### src/rtl/ws_feeder_pkg.sv
// Shared types and helpers for the weight-stationary array feeder.
// Holds the sequencer state encoding and the counter-width helper.
package ws_feeder_pkg;

  typedef enum logic [2:0] {
    IDLE,
    LOAD_W,
    STREAM,
    FLUSH,
    DONE
  } state_t;

  // Counter width for a count of n; never narrower than one bit so N=1 still elaborates.
  function automatic int clog2_w(input int n);
    return (n > 1) ? $clog2(n) : 1;
  endfunction

endpackage

### src/rtl/ws_array_feeder_skew.sv
// Fixed-depth register chain carrying one activation lane plus its valid bit.
// One instance per lane gives the diagonal skew the systolic array expects.
module skew_delay_line #(
  parameter int D_W   = 8,
  parameter int DEPTH = 1
) (
  input  logic           clk,
  input  logic           rst,
  input  logic [D_W-1:0] in_data,
  input  logic           in_valid,
  output logic [D_W-1:0] out_data,
  output logic           out_valid
);

  logic [D_W-1:0]   data_q [DEPTH];
  logic [DEPTH-1:0] valid_q;

  // NOTE: this is a short chain of flops, not a RAM, so clearing every stage on reset is cheap and keeps m0 clean.
  always_ff @(posedge clk) begin
    if (rst) begin
      for (int s = 0; s < DEPTH; s++) begin
        data_q[s] <= '0;
      end
      valid_q <= '0;
    end else begin
      // NOTE: non-blocking assignments let every stage sample its predecessor's old value, giving a true shift.
      data_q[0]  <= in_data;
      valid_q[0] <= in_valid;
      for (int s = 1; s < DEPTH; s++) begin
        data_q[s]  <= data_q[s-1];
        valid_q[s] <= valid_q[s-1];
      end
    end
  end

  assign out_data  = data_q[DEPTH-1];
  assign out_valid = valid_q[DEPTH-1];

endmodule

### src/rtl/ws_array_feeder.sv
// Sequencer feeding a weight-stationary systolic array: loads the weight tile,
// then streams skewed activations and flushes the skew before signalling done.
module ws_array_feeder
  import ws_feeder_pkg::*;
#(
  parameter int D_W = 8,
  parameter int N   = 4
) (
  input  logic             clk,
  input  logic             rst,
  input  logic             start,
  input  logic             reuse_w,
  input  logic             w_valid,
  output logic             w_ready,
  input  logic [N*D_W-1:0] w_row,
  input  logic             a_valid,
  output logic             a_ready,
  input  logic [N*D_W-1:0] a_vec,
  input  logic             a_last,
  output logic             load_weight,
  output logic [N*D_W-1:0] m1,
  output logic [N*D_W-1:0] m0,
  output logic [N-1:0]     row_valid,
  output logic             busy,
  output logic             done
);

  localparam int CW = clog2_w(N);
  localparam logic [CW-1:0] WC_LAST = CW'(N - 1);
  localparam logic [CW-1:0] FC_LAST = CW'((N > 1) ? N - 2 : 0);

  state_t        state_q, state_d;
  logic [CW-1:0] wc_q, wc_d;
  logic [CW-1:0] fc_q, fc_d;
  logic          w_acc, a_acc;

  assign w_acc = w_valid & w_ready;
  assign a_acc = a_valid & a_ready;
  assign busy  = (state_q != IDLE);

  always_ff @(posedge clk) begin
    if (rst) begin
      state_q <= IDLE;
      wc_q    <= '0;
      fc_q    <= '0;
    end else begin
      state_q <= state_d;
      wc_q    <= wc_d;
      fc_q    <= fc_d;
    end
  end

  always_comb begin
    // NOTE: every output of this block gets a default first so no path leaves a latch behind.
    state_d = state_q;
    wc_d    = wc_q;
    fc_d    = fc_q;
    w_ready = 1'b0;
    a_ready = 1'b0;
    done    = 1'b0;
    case (state_q)
      IDLE: begin
        if (start) begin
          if (reuse_w) begin
            state_d = STREAM;
          end else begin
            state_d = LOAD_W;
            wc_d    = '0;
          end
        end
      end
      LOAD_W: begin
        w_ready = 1'b1;
        if (w_valid) begin
          wc_d = wc_q + CW'(1);
          if (wc_q == WC_LAST) state_d = STREAM;
        end
      end
      STREAM: begin
        a_ready = 1'b1;
        if (a_valid && a_last) begin
          fc_d    = '0;
          state_d = (N == 1) ? DONE : FLUSH;
        end
      end
      FLUSH: begin
        if (fc_q == FC_LAST) state_d = DONE;
        else                 fc_d    = fc_q + CW'(1);
      end
      DONE: begin
        done    = 1'b1;
        state_d = IDLE;
      end
      default: state_d = IDLE;
    endcase
  end

  // Weight path: one registered stage; idle cycles drive zero so the array holds.
  always_ff @(posedge clk) begin
    if (rst) begin
      load_weight <= 1'b0;
      m1          <= '0;
    end else begin
      load_weight <= w_acc;
      m1          <= w_acc ? w_row : '0;
    end
  end

  // Lane i is delayed i+1 cycles; non-accept cycles inject a zero bubble.
  for (genvar i = 0; i < N; i++) begin : g_lane
    logic [D_W-1:0] lane_in;
    assign lane_in = a_acc ? a_vec[i*D_W +: D_W] : '0;

    skew_delay_line #(
      .D_W  (D_W),
      .DEPTH(i + 1)
    ) u_skew (
      .clk      (clk),
      .rst      (rst),
      .in_data  (lane_in),
      .in_valid (a_acc),
      .out_data (m0[i*D_W +: D_W]),
      .out_valid(row_valid[i])
    );
  end

endmodule

### config.mk
export PLATFORM = sky130hd
export DESIGN_NAME = ws_array_feeder
export DESIGN_NICKNAME = d
export VERILOG_FILES = /design/src/rtl/ws_feeder_pkg.sv /design/src/rtl/ws_array_feeder_skew.sv /design/src/rtl/ws_array_feeder.sv
export SDC_FILE = /design/constraint.sdc
export NUM_CORES = 1
export LEC_CHECK = 0
export ABC_AREA = 1
export CAP_MARGIN = 20
export CORE_ASPECT_RATIO = 1.25
export CORE_UTILIZATION = 41
export CTS_CLUSTER_DIAMETER = 200
export DETAILED_ROUTE_END_ITERATION = 8
export PLACE_DENSITY_LB_ADDON = 0.25
export SYNTH_ARGS = -nofsm -noshare
export SYNTH_HDL_FRONTEND = slang
export SYNTH_SLANG_ARGS = --single-unit
### constraint.sdc
create_clock -name clk -period 3.15 [get_ports clk]
set_input_delay 0.63 -clock clk [delete_from_list [all_inputs] [get_ports clk]]
set_output_delay 0.63 -clock clk [all_outputs]
set_load 0.05 [all_outputs]
# Word-level counts from Yosys, hierarchy flattened
# Memories as Yosys holds them, arrays and structs flattened.
# Index checks and enable logic that the tools add are counted.
# Widths: inputs -> output; s select.
[op_classes]
addsub = 2
eq_ne = 13
n_mux = 35
bitwise = 12
reduce_logical = 10
[op_table]
columns = ["operator", "count"]
rows = [
  ["$mux 8", 14],
  ["$mux 3", 5],
  ["$ne 2x2->1 const B", 7],
  ["$mux 2", 6],
  ["$pmux 3 s4", 1],
  ["$or 1x1->1", 9],
  ["$pmux 2 s2", 2],
  ["$reduce_or 8->1", 1],
  ["$mux 1", 7],
  ["$eq 3x2->1 const B", 2],
  ["$reduce_and 5->1", 1],
  ["$add 2x1->2 const B", 2],
  ["$eq 2x2->1 const B", 2],
  ["$reduce_and 4->1", 1],
  ["$reduce_bool 2->1", 2],
  ["$eq 3x1->1 const B", 1],
  ["$eq 3x3->1 const B", 1],
  ["$logic_not 3->1", 1],
  ["$reduce_and 3->1", 1],
  ["$reduce_bool 3->1", 1],
  ["$and 1x1->1", 2],
  ["$reduce_or 2->1", 1],
  ["$logic_and 1x1->1", 1],
  ["$not 1->1", 1],
]
[totals]
register_bits = 50
ramBits = 80
inputBits = 71
out_inout_bits = 73
mem_count = 4
[mem_list]
columns = ["memory", "words", "word_bits", "rd", "rd_ports_with_merged_regs", "write_ports", "line", "source"]
rows = [
  ["g_lane[3].u_skew.data_q", 4, 8, 4, 0, 4, "ws_array_feeder_skew.sv:15", "logic [D_W-1:0] data_q [DEPTH];"],
  ["g_lane[2].u_skew.data_q", 3, 8, 3, 0, 3, "ws_array_feeder_skew.sv:15", ""],
  ["g_lane[1].u_skew.data_q", 2, 8, 2, 0, 2, "ws_array_feeder_skew.sv:15", ""],
  ["g_lane[0].u_skew.data_q", 1, 8, 1, 0, 1, "ws_array_feeder_skew.sv:15", ""],
]

# Logic depth before layout (Yosys ltp)
# Gate-level depths: netlist (run 1).
[logic_depth]
word_depth = 5
depth_mapped = 9
mapped_depth_nobuf = 9

# Modules after synthesis
# Synthesis (run 1) repeated with hierarchy kept, for this count alone.
[unflattened]
hier_cells = 546
hier_area_um2 = 4441.8
[by_module_without_submodules]
columns = ["mod", "n_inst", "cells_each", "area_per_inst_um2"]
rows = [
  ["ws_array_feeder", 1, 250, 1720.4],
  ["skew_delay_line at g_lane[3].u_skew", 1, 112, 1041.0],
  ["skew_delay_line at g_lane[2].u_skew", 1, 92, 839.6],
  ["skew_delay_line at g_lane[1].u_skew", 1, 64, 581.8],
  ["skew_delay_line at g_lane[0].u_skew", 1, 28, 259.0],
]

# Worst setup path before layout (run 1)
# OpenSTA, ideal clock, no wires.
[synth_path]
path_kind = "flip-flop to output port"
from = "register state_q[2]"
to = "output done"
arrival_time_ns = 1.567
required_time_ns = 2.520
setup_slack_ns = 0.953
path_stages_with_launch = 3
cell_sequence = "dfxtp_1 > inv_2 > nor3_1"
[synth_between]
elab_chain_len = 2
[synth_rtl]
columns = ["item", "line", "source"]
rows = [
  ["start, declared", "ws_array_feeder.sv:32", "state_t state_q, state_d;"],
  ["start signal, assigned", "ws_array_feeder.sv:47", "state_q <= state_d;"],
  ["$eq 3x3->1", "ws_array_feeder.sv:61", "case (state_q)"],
  ["$mux 1", "ws_array_feeder.sv:61", ""],
  ["end, declared", "ws_array_feeder.sv:25", "output logic done"],
]
# No other way between the ends.

# Final worst setup path (run 1)
[layout_path]
from = "register state_q[1]"
to = "output a_ready"
[layout_between]
elab_chain_len = 2
[layout_rtl]
columns = ["item", "line", "source"]
rows = [
  ["$eq 3x2->1", "ws_array_feeder.sv:61", ""],
  ["$mux 1", "ws_array_feeder.sv:61", ""],
  ["end, declared", "ws_array_feeder.sv:17", "output logic a_ready,"],
]
# No other way between the ends.

==> results.cfg, run 1 <==
[outcome]
outcome = complete, no violations

[setup_path]
r2r_setup_slack_ns = 1.69
worstPathRequired_ns = 2.52
worstRegToRegCells = 7
r2r_end = m1[24]
endpoint = a_ready
startpoint_type = register
crit_start = state_q[1]
critPathArrivalTime_ns = 2.04
worst-setup-path-type = reg -> out
reg2reg_from = state_q[2]
crit_path_end_kind = primary output
crit_fanout = 7

[clocking]
h-tree-depth = 4
cts_tree = done
cts_setup_buffers = 0
clkTransAtPathRegs_ns = 0.06
cts_resized = 0
cts-root-buf = clkbuf_16
worstSkewPairLatency_ns = 0.40
hold_buffers = 0
clock_sinks = 124
cts_max_path_buffers = 2
numCtsBuffers = 17

[sta]
skew_ns = 0.00361
relSlewSlack_pct = 61.2
final.min_clock_period_ns = 2.67
setup_tns_ns = 0
drv_slew = 0
final-setup-viol-count = 0
holdWs_ns = 0.395
rsz0062_at_grt = false
final_hold_viol_count = 0
tightest_slew_ns = 0.581
post-route-period-util_pct = 84.7
max_freq_ghz = 0.375

[power]
power_mw = 4.35
peakVddDrop_mv = 0.393
p_leak_nw = 2.60
p_per_area_nw_per_um2 = 736

[drt]
drc = 0
dr.pass1.iters = 4
vias = 2872
wl_per_cell_microns = 9.62
antenna_left = 0
drtIter0Drc = 66
drt_wl_total_mm = 6.92
via_per_inst = 3.99

[placement]
hpwl_mm = 4.79
routabilityCongestion = 0.824
io_buffers = 143
place_area_sq_um = 5310

[synth]
ys_types = 24
synth_area_sq_um = 4030
synthesis.nets = 531
netlist_instances = 458
ys_seq_area_share_pct = 61.7
yosys_warnings = 0
syn_avg_cell_area_sq_um = 8.79
ys_seq_elements = 124

[finish]
mostFrequentLayoutCell = clkdlybuf4s50_1
fillCellCount = 818
syn2layout_area_growth_pct = 46.7
nNetsFinal = 653
final_cell_mix = 142 x clkdlybuf4s50_1, 126 x inv_1, 124 x dfxtp_1
postLayoutCoreUtil_pct = 61.8
fin_area_sq_um = 5900
antenna-diode-count = 0
drive_gt1_share_pct = 9.27

[worst_hold_path]
hold_class = reg -> reg

[floorplan]
num_rows = 40
die_area_sq_um = 10200
core-area_sq_um = 9560
start_util_pct = 42.1
num_io_pins = 144
die_w_microns = 90.6
die_h_microns = 113

[global_routing]
grtUsageTotal_pct = 15.1
grt_overflow = 0
grt_pass1_vias = 2784
antenna_found_initial = 0
grt_pass1_wl_mm = 11.7
grt_max_degree = 56

[job]
drv_cap = 0
## flip-flops by register name, summed over array words and instances, names as in the netlist
signal and flops:
load_weight 1, g_lane.u_skew.valid_q 4, wc_q 2, fc_q 2
m1 32, state_q 3, g_lane.u_skew.data_q 80
## layer usage
layer / share of wire, % / routed length [microns] / GRT usage, %
met1: 41 / 2870 / 15.2
met4: 1.6 / 112 / 7.96
met2: 46 / 3190 / 24.6
met5: 0 / 0 / 0
met3: 11 / 743 / 8.60
## worst min-delay path by stage
stage | start | end | slack [ns] | cells past startpoint
after CTS | g_lane[3].u_skew.data_q[0][6] | g_lane[3].u_skew.data_q[0][14] | 0.39 | 2
after global placement | g_lane[1].u_skew.data_q[0][3] | g_lane[1].u_skew.data_q[0][11] | 0.39 | 2
after detailed placement | g_lane[3].u_skew.data_q[0][6] | g_lane[3].u_skew.data_q[0][14] | 0.39 | 2
after global routing | g_lane[3].u_skew.data_q[0][6] | g_lane[3].u_skew.data_q[0][14] | 0.41 | 2
final | g_lane[3].u_skew.data_q[0][6] | g_lane[3].u_skew.data_q[0][14] | 0.39 | 2
after floorplan | g_lane[1].u_skew.data_q[0][2] | g_lane[1].u_skew.data_q[0][10] | 0.39 | 2
## metrics by stage
stage,worst slack [ns],std cells
finish,0.483,719
global route,0.374,719
CTS,0.457,719
detailed placement,0.909,687
global placement,0.952,687
floorplan,0.953,458
## cell type report
| class | instances | area, sq um | share of cell area [%] |
|---|---|---|---|
| flip-flops and latches | 124 | 2480 | 42.0 |
| repair buffers | 144 | 1430 | 24.3 |
| multi-input cells | 164 | 751 | 12.7 |
| inverters | 129 | 484 | 8.20 |
| clock buffers | 19 | 453 | 7.67 |
| well taps | 126 | 158 | 2.67 |
| clock inverters | 13 | 143 | 2.42 |
## worst max-delay path, stage by stage (launching register included)
cell and delay, ns:
dfxtp_1 0.51, inv_2 0.10, nor3_4 0.19, clkdlybuf4s50_1 0.84
## Yosys cell counts
library cell  number  area (sq um)
nand2_1           11          41.3
nor3_1             2          10.0
nor2_4             2          22.5
o21ai_0            5          25.0
a21oi_1            4          20.0
inv_2              3          11.3
inv_1            126           473
nand3b_1           1          7.51
nor3_4             1          16.3
clkbuf_1           5          18.8
a22oi_1            1          7.51
o21a_1             1          7.51
nor2_2            12          75.1
nand2_2            1          6.26
buf_1              1          3.75
dfxtp_1          124          2480
buf_4             29           218
nand3_1            7          35.0
buf_6              6          67.6
ha_1               2          25.0
nand2_4            1          11.3
a31oi_1            1          6.26
nand3_4            1          17.5
nor2_1           111           417
## kinds of logic after synthesis
kind of cell / count (synthesis) / synth area share, %
AOI/OAI and AO/OA: 12 / 1.65
adders and majority gates: 2 / 0.622
buffers and inverters: 170 / 19.7
DFF: 124 / 61.7
and+or+nand+nor: 150 / 16.4
## power by group
group	switching (mW)	internal, mW
combinational	0.462	0.276
sequential	0.0557	1.67
clock	0.676	1.21
total	1.19	3.15
No activity file was read; power rests on OpenSTA's default activity.
==> inputs of run 2 (changes only) <==
CORE_UTILIZATION = 40   (was 41)
clock period = 2.4 ns   (was 3.15 ns; I/O delays follow)
==> run 2 against run 1 <==
  * Core utilization is 0.89 points lower
  * Critical path depth is the same
  * Via count is 2.1% lower
  * Clock power up 35%
  * Non-clock buffer count unchanged
  * Count of clock-buffer cells in the layout down 1
  * Total power is 33% higher
  * Wire length rose by 1.1%
  * Clock skew increased by 0.0046 ns
  * Combinational power grew 30%
  * Largest power group unchanged
==> results.cfg, run 2 (same netlist as run 1, synthesis figures left out) <==
[finish]
mostFrequentLayoutCell = clkdlybuf4s50_1
largest_reg_flops = 80
postLayoutCoreUtil_pct = 60.9
top_register = g_lane.u_skew.data_q
reg_top3 = g_lane.u_skew.data_q: 80 flops, m1: 32 flops, g_lane.u_skew.valid_q: 4 flops
final_cell_mix = 138 x clkdlybuf4s50_1, 126 x inv_1, 124 x dfxtp_1
fin_cells = 719
antenna-diode-count = 0
fillCellCount = 830
drive_gt1_share_pct = 9.44
syn2layout_area_growth_pct = 46.8
nNetsFinal = 653
fin_area_sq_um = 5910

[setup_path]
r2r_end = m1[15]
crit_fanout = 8
r2r_setup_slack_ns = 0.91
reg2reg_from = state_q[2]
crit_path_end_kind = primary output
worstRegToRegCells = 7
worst-setup-path-type = reg -> out
critPathArrivalTime_ns = 1.70
startpoint_type = register
worstPathRequired_ns = 1.92

[placement]
pre_cts_slack_ns = 0.354
place_area_sq_um = 5310
io_buffers = 143
dp.cells = 687
routabilityCongestion = 0.739
hpwl_mm = 4.99

[global_routing]
use_met2_pct = 24.8
grt_max_degree = 45
grt_pass1_vias = 2812
antenna_found_initial = 0
grt_pass1_wl_mm = 11.9
grt_overflow = 0
busiest_layer = met2
grt_use_met1_pct = 14.7
grtUsageTotal_pct = 14.8
met3_usage_pct = 7.90

[sta]
max_freq_ghz = 0.458
final.min_clock_period_ns = 2.18
finalWorstSetupSlack_ns = 0.217
final_hold_viol_count = 0
post-route-period-util_pct = 91.0
skew_ns = 0.00822
setup_tns_ns = 0
tightest_slew_ns = 0.585
drv_slew = 0
relSlewSlack_pct = 60.9
final-setup-viol-count = 0
holdWs_ns = 0.392
rsz0062_at_grt = false

[clocking]
h-tree-depth = 4
cts_resized = 3
cts_tree = done
cts_max_path_buffers = 2
numCtsBuffers = 17
cts-root-buf = clkbuf_16
clock_sinks = 124
hold_buffers = 0
clkTransAtPathRegs_ns = 0.06
cts_setup_buffers = 0
worstSkewPairLatency_ns = 0.40

[floorplan]
die_h_microns = 114
start_util_pct = 41.5
num_io_pins = 144
num_rows = 40
die_area_sq_um = 10500
core-area_sq_um = 9710
die_w_microns = 91.7

[drt]
drt_wl_total_mm = 6.99
via_per_inst = 3.91
dr.pass1.iters = 4
drc = 0
vias = 2811
wl_per_cell_microns = 9.73
drtIter0Drc = 53
antenna_left = 0

[worst_hold_path]
hold_class = reg -> reg
hold_depth = 2
min_from = g_lane[1].u_skew.data_q[0][2]
hold_end = g_lane[1].u_skew.data_q[0][10]

[power]
peakVddDrop_mv = 0.549
p_per_area_nw_per_um2 = 975
power_mw = 5.76
p_leak_nw = 2.64

[outcome]
outcome = complete, no violations

[job]
drv_cap = 0
[run 2: metal layers]
layer | part of all wire, % | up-vias
met5 | 0 | -
met4 | 1.3 | 0
met3 | 11 | 8
met2 | 47 | 123
met1 | 41 | 1187
li1 | - | 1493
[run 2: worst max-delay path by stage]
stage / slack (ns) / cells past startpoint / endpoint / from
2_1_floorplan: 0.35 / 2 / done / state_q[2]
3_3_place_gp: 0.37 / 3 / w_ready / state_q[0]
3_5_place_dp: 0.35 / 3 / w_ready / state_q[0]
4_1_cts: 0.20 / 3 / w_ready / state_q[0]
5_1_grt: 0.13 / 3 / w_ready / state_q[0]
6_report: 0.22 / 3 / w_ready / state_q[0]
[run 2: critical path, cell delays in order, from the launching register on]
cell           delay (ns)
dfxtp_1              0.50
nand2_2              0.11
nor2_4               0.15
dlygate4sd2_1        0.55
[run 2: area by class of cell]
cell class              count  area (sq um)  area share (%)
clock inverters            14           169            2.86
multi-input cells         164           751            12.7
flip-flops and latches    124          2480            42.0
clock buffers              18           439            7.43
inverters                 129           484            8.19
well taps                 126           158            2.67
repair buffers            144          1430            24.2
[run 2: power by group]
part | total (mW) | leakage [nW] | internal, mW | switching, mW
Clock | 2.54 | 0.296 | 1.66 | 0.882
Combinational | 0.957 | 1.34 | 0.346 | 0.611
Sequential | 2.26 | 1.00 | 2.19 | 0.0707
==> inputs of run 3 (changes only) <==
clock period = 2 ns   (was 2.4 ns; I/O delays follow)
==> run 3 against run 2 <==
  * Total power increased by 20%
  * Final cell count increased by 0.14%
  * Die area unchanged
  * Via count down 0.14%
  * Sequential cell count unchanged
  * Clock power grew 17%
  * Largest power group unchanged
  * Worst setup slack worse by 0.16 ns
  * Final area is 0.19% higher
  * Critical path depth shrank 2
  * First-iteration DRC count rose by 89%
  * Clock skew fell by 0.0024 ns
  * Wire length fell by 3.4%
  * Critical path type unchanged
==> results.cfg, run 3 (same netlist as run 1, synthesis figures left out) <==
[outcome]
outcome = complete, no violations

[drt]
drtIter0Drc = 100
wl_per_cell_microns = 9.38
routed.top_layer = met4
drc = 0
dr.pass1.iters = 4
wl_met1_mm = 2.69
antenna_left = 0
drt_wl_total_mm = 6.75
wl_met2_mm = 3.16
met3WireLength_microns = 760
vias = 2807
via_per_inst = 3.90

[clocking]
cts_resized = 0
cts_max_path_buffers = 2
clkTransAtPathRegs_ns = 0.05
numCtsBuffers = 17
cts_setup_buffers = 0
clock_sinks = 124
cts-root-buf = clkbuf_16
worstSkewPairLatency_ns = 0.40
h-tree-depth = 4
hold_buffers = 0
cts_tree = done

[setup_path]
reg2reg_from = state_q[2]
crit_buf_inv = 1
crit_path_end_kind = primary output
startpoint_type = register
critPathMaxStageDelay_ns = 0.82
critPathArrivalTime_ns = 1.54
worst-setup-path-type = reg -> out
path_cells = clkdlybuf4s50_1
crit_family = buffers and inverters
worstPathRequired_ns = 1.60
crit_fanout = 1
crit_start = g_lane[1].u_skew.data_q[0][14]
slowest_stage = clkdlybuf4s50_1

[sta]
max_freq_ghz = 0.515
rsz0062_at_grt = false
final_hold_viol_count = 0
tightest_slew_ns = 0.564
setup_tns_ns = 0
holdWs_ns = 0.234
relSlewSlack_pct = 62.3
post-route-period-util_pct = 97.2
final-setup-viol-count = 0
drv_slew = 0
skew_ns = 0.00579
final.min_clock_period_ns = 1.94

[job]
drv_cap = 0

[finish]
reg_top3 = g_lane.u_skew.data_q: 80 flops, m1: 32 flops, g_lane.u_skew.valid_q: 4 flops
postLayoutCoreUtil_pct = 61.0
mostFrequentLayoutCell = clkdlybuf4s50_1
nNetsFinal = 654
top_register = g_lane.u_skew.data_q
fin_area_sq_um = 5920
antenna-diode-count = 0
final_cell_mix = 137 x clkdlybuf4s50_1, 126 x inv_1, 124 x dfxtp_1
fillCellCount = 871
drive_gt1_share_pct = 9.09
largest_reg_flops = 80
syn2layout_area_growth_pct = 47.1
fin_cells = 720

[global_routing]
antenna_found_initial = 0
grt_pass1_vias = 2725
grt_overflow = 0
grt_pass1_wl_mm = 11.5
grtUsageTotal_pct = 14.4
grt_max_degree = 34

[power]
p_leak_nw = 2.65
peakVddDrop_mv = 0.625
p_per_area_nw_per_um2 = 1170

[floorplan]
num_rows = 40
start_util_pct = 41.5
num_io_pins = 144
die_area_sq_um = 10500
core-area_sq_um = 9710
die_w_microns = 91.7
die_h_microns = 114

[placement]
io_buffers = 143
hpwl_mm = 4.85
place_area_sq_um = 5330
dp.cells = 688
routabilityCongestion = 0.769

[worst_hold_path]
hold_class = in -> reg
min_from = rst
[run 3: where the power goes]
| part | leakage, nW | internal, mW | switching (mW) | total (mW) |
|---|---|---|---|---|
| clock network | 0.285 | 2.02 | 0.966 | 2.98 |
| logic | 1.36 | 0.467 | 0.739 | 1.21 |
| registers | 1.00 | 2.63 | 0.0844 | 2.72 |
[run 3: path summary, 6_finish.rpt]
path	slack, ns	depth (start not counted)	to
worst min register to register	0.40	2	g_lane[2].u_skew.data_q[0][9]
worst max-delay path	0.06	1	m0[14]
worst min-delay path	0.23	2	load_weight
worst max register to register	0.52	7	m1[26]
[run 3: metrics by stage]
step	total power [mW]	worst slack [ns]
final	6.91	0.0566
after global routing	7.21	0.0164
after CTS	6.98	0.0217
after detailed placement	3.98	0.273
after global placement	3.95	0.328
after floorplan	3.57	0.0330
[run 3: cell type report]
class | instances | area, sq um | area share [%]
clock buffer | 25 | 475 | 8.03
tap | 126 | 158 | 2.66
inverter | 129 | 484 | 8.18
clock inverter | 7 | 113 | 1.90
multi-input combinational | 164 | 751 | 12.7
sequential | 124 | 2480 | 41.9
timing repair buffer | 145 | 1460 | 24.6
[run 3: metal layers]
layer	global-route usage [%]	vias to the layer above
met5	0	-
met4	9.69	0
met3	7.10	15
met2	24.2	125
met1	14.0	1169
li1	-	1498
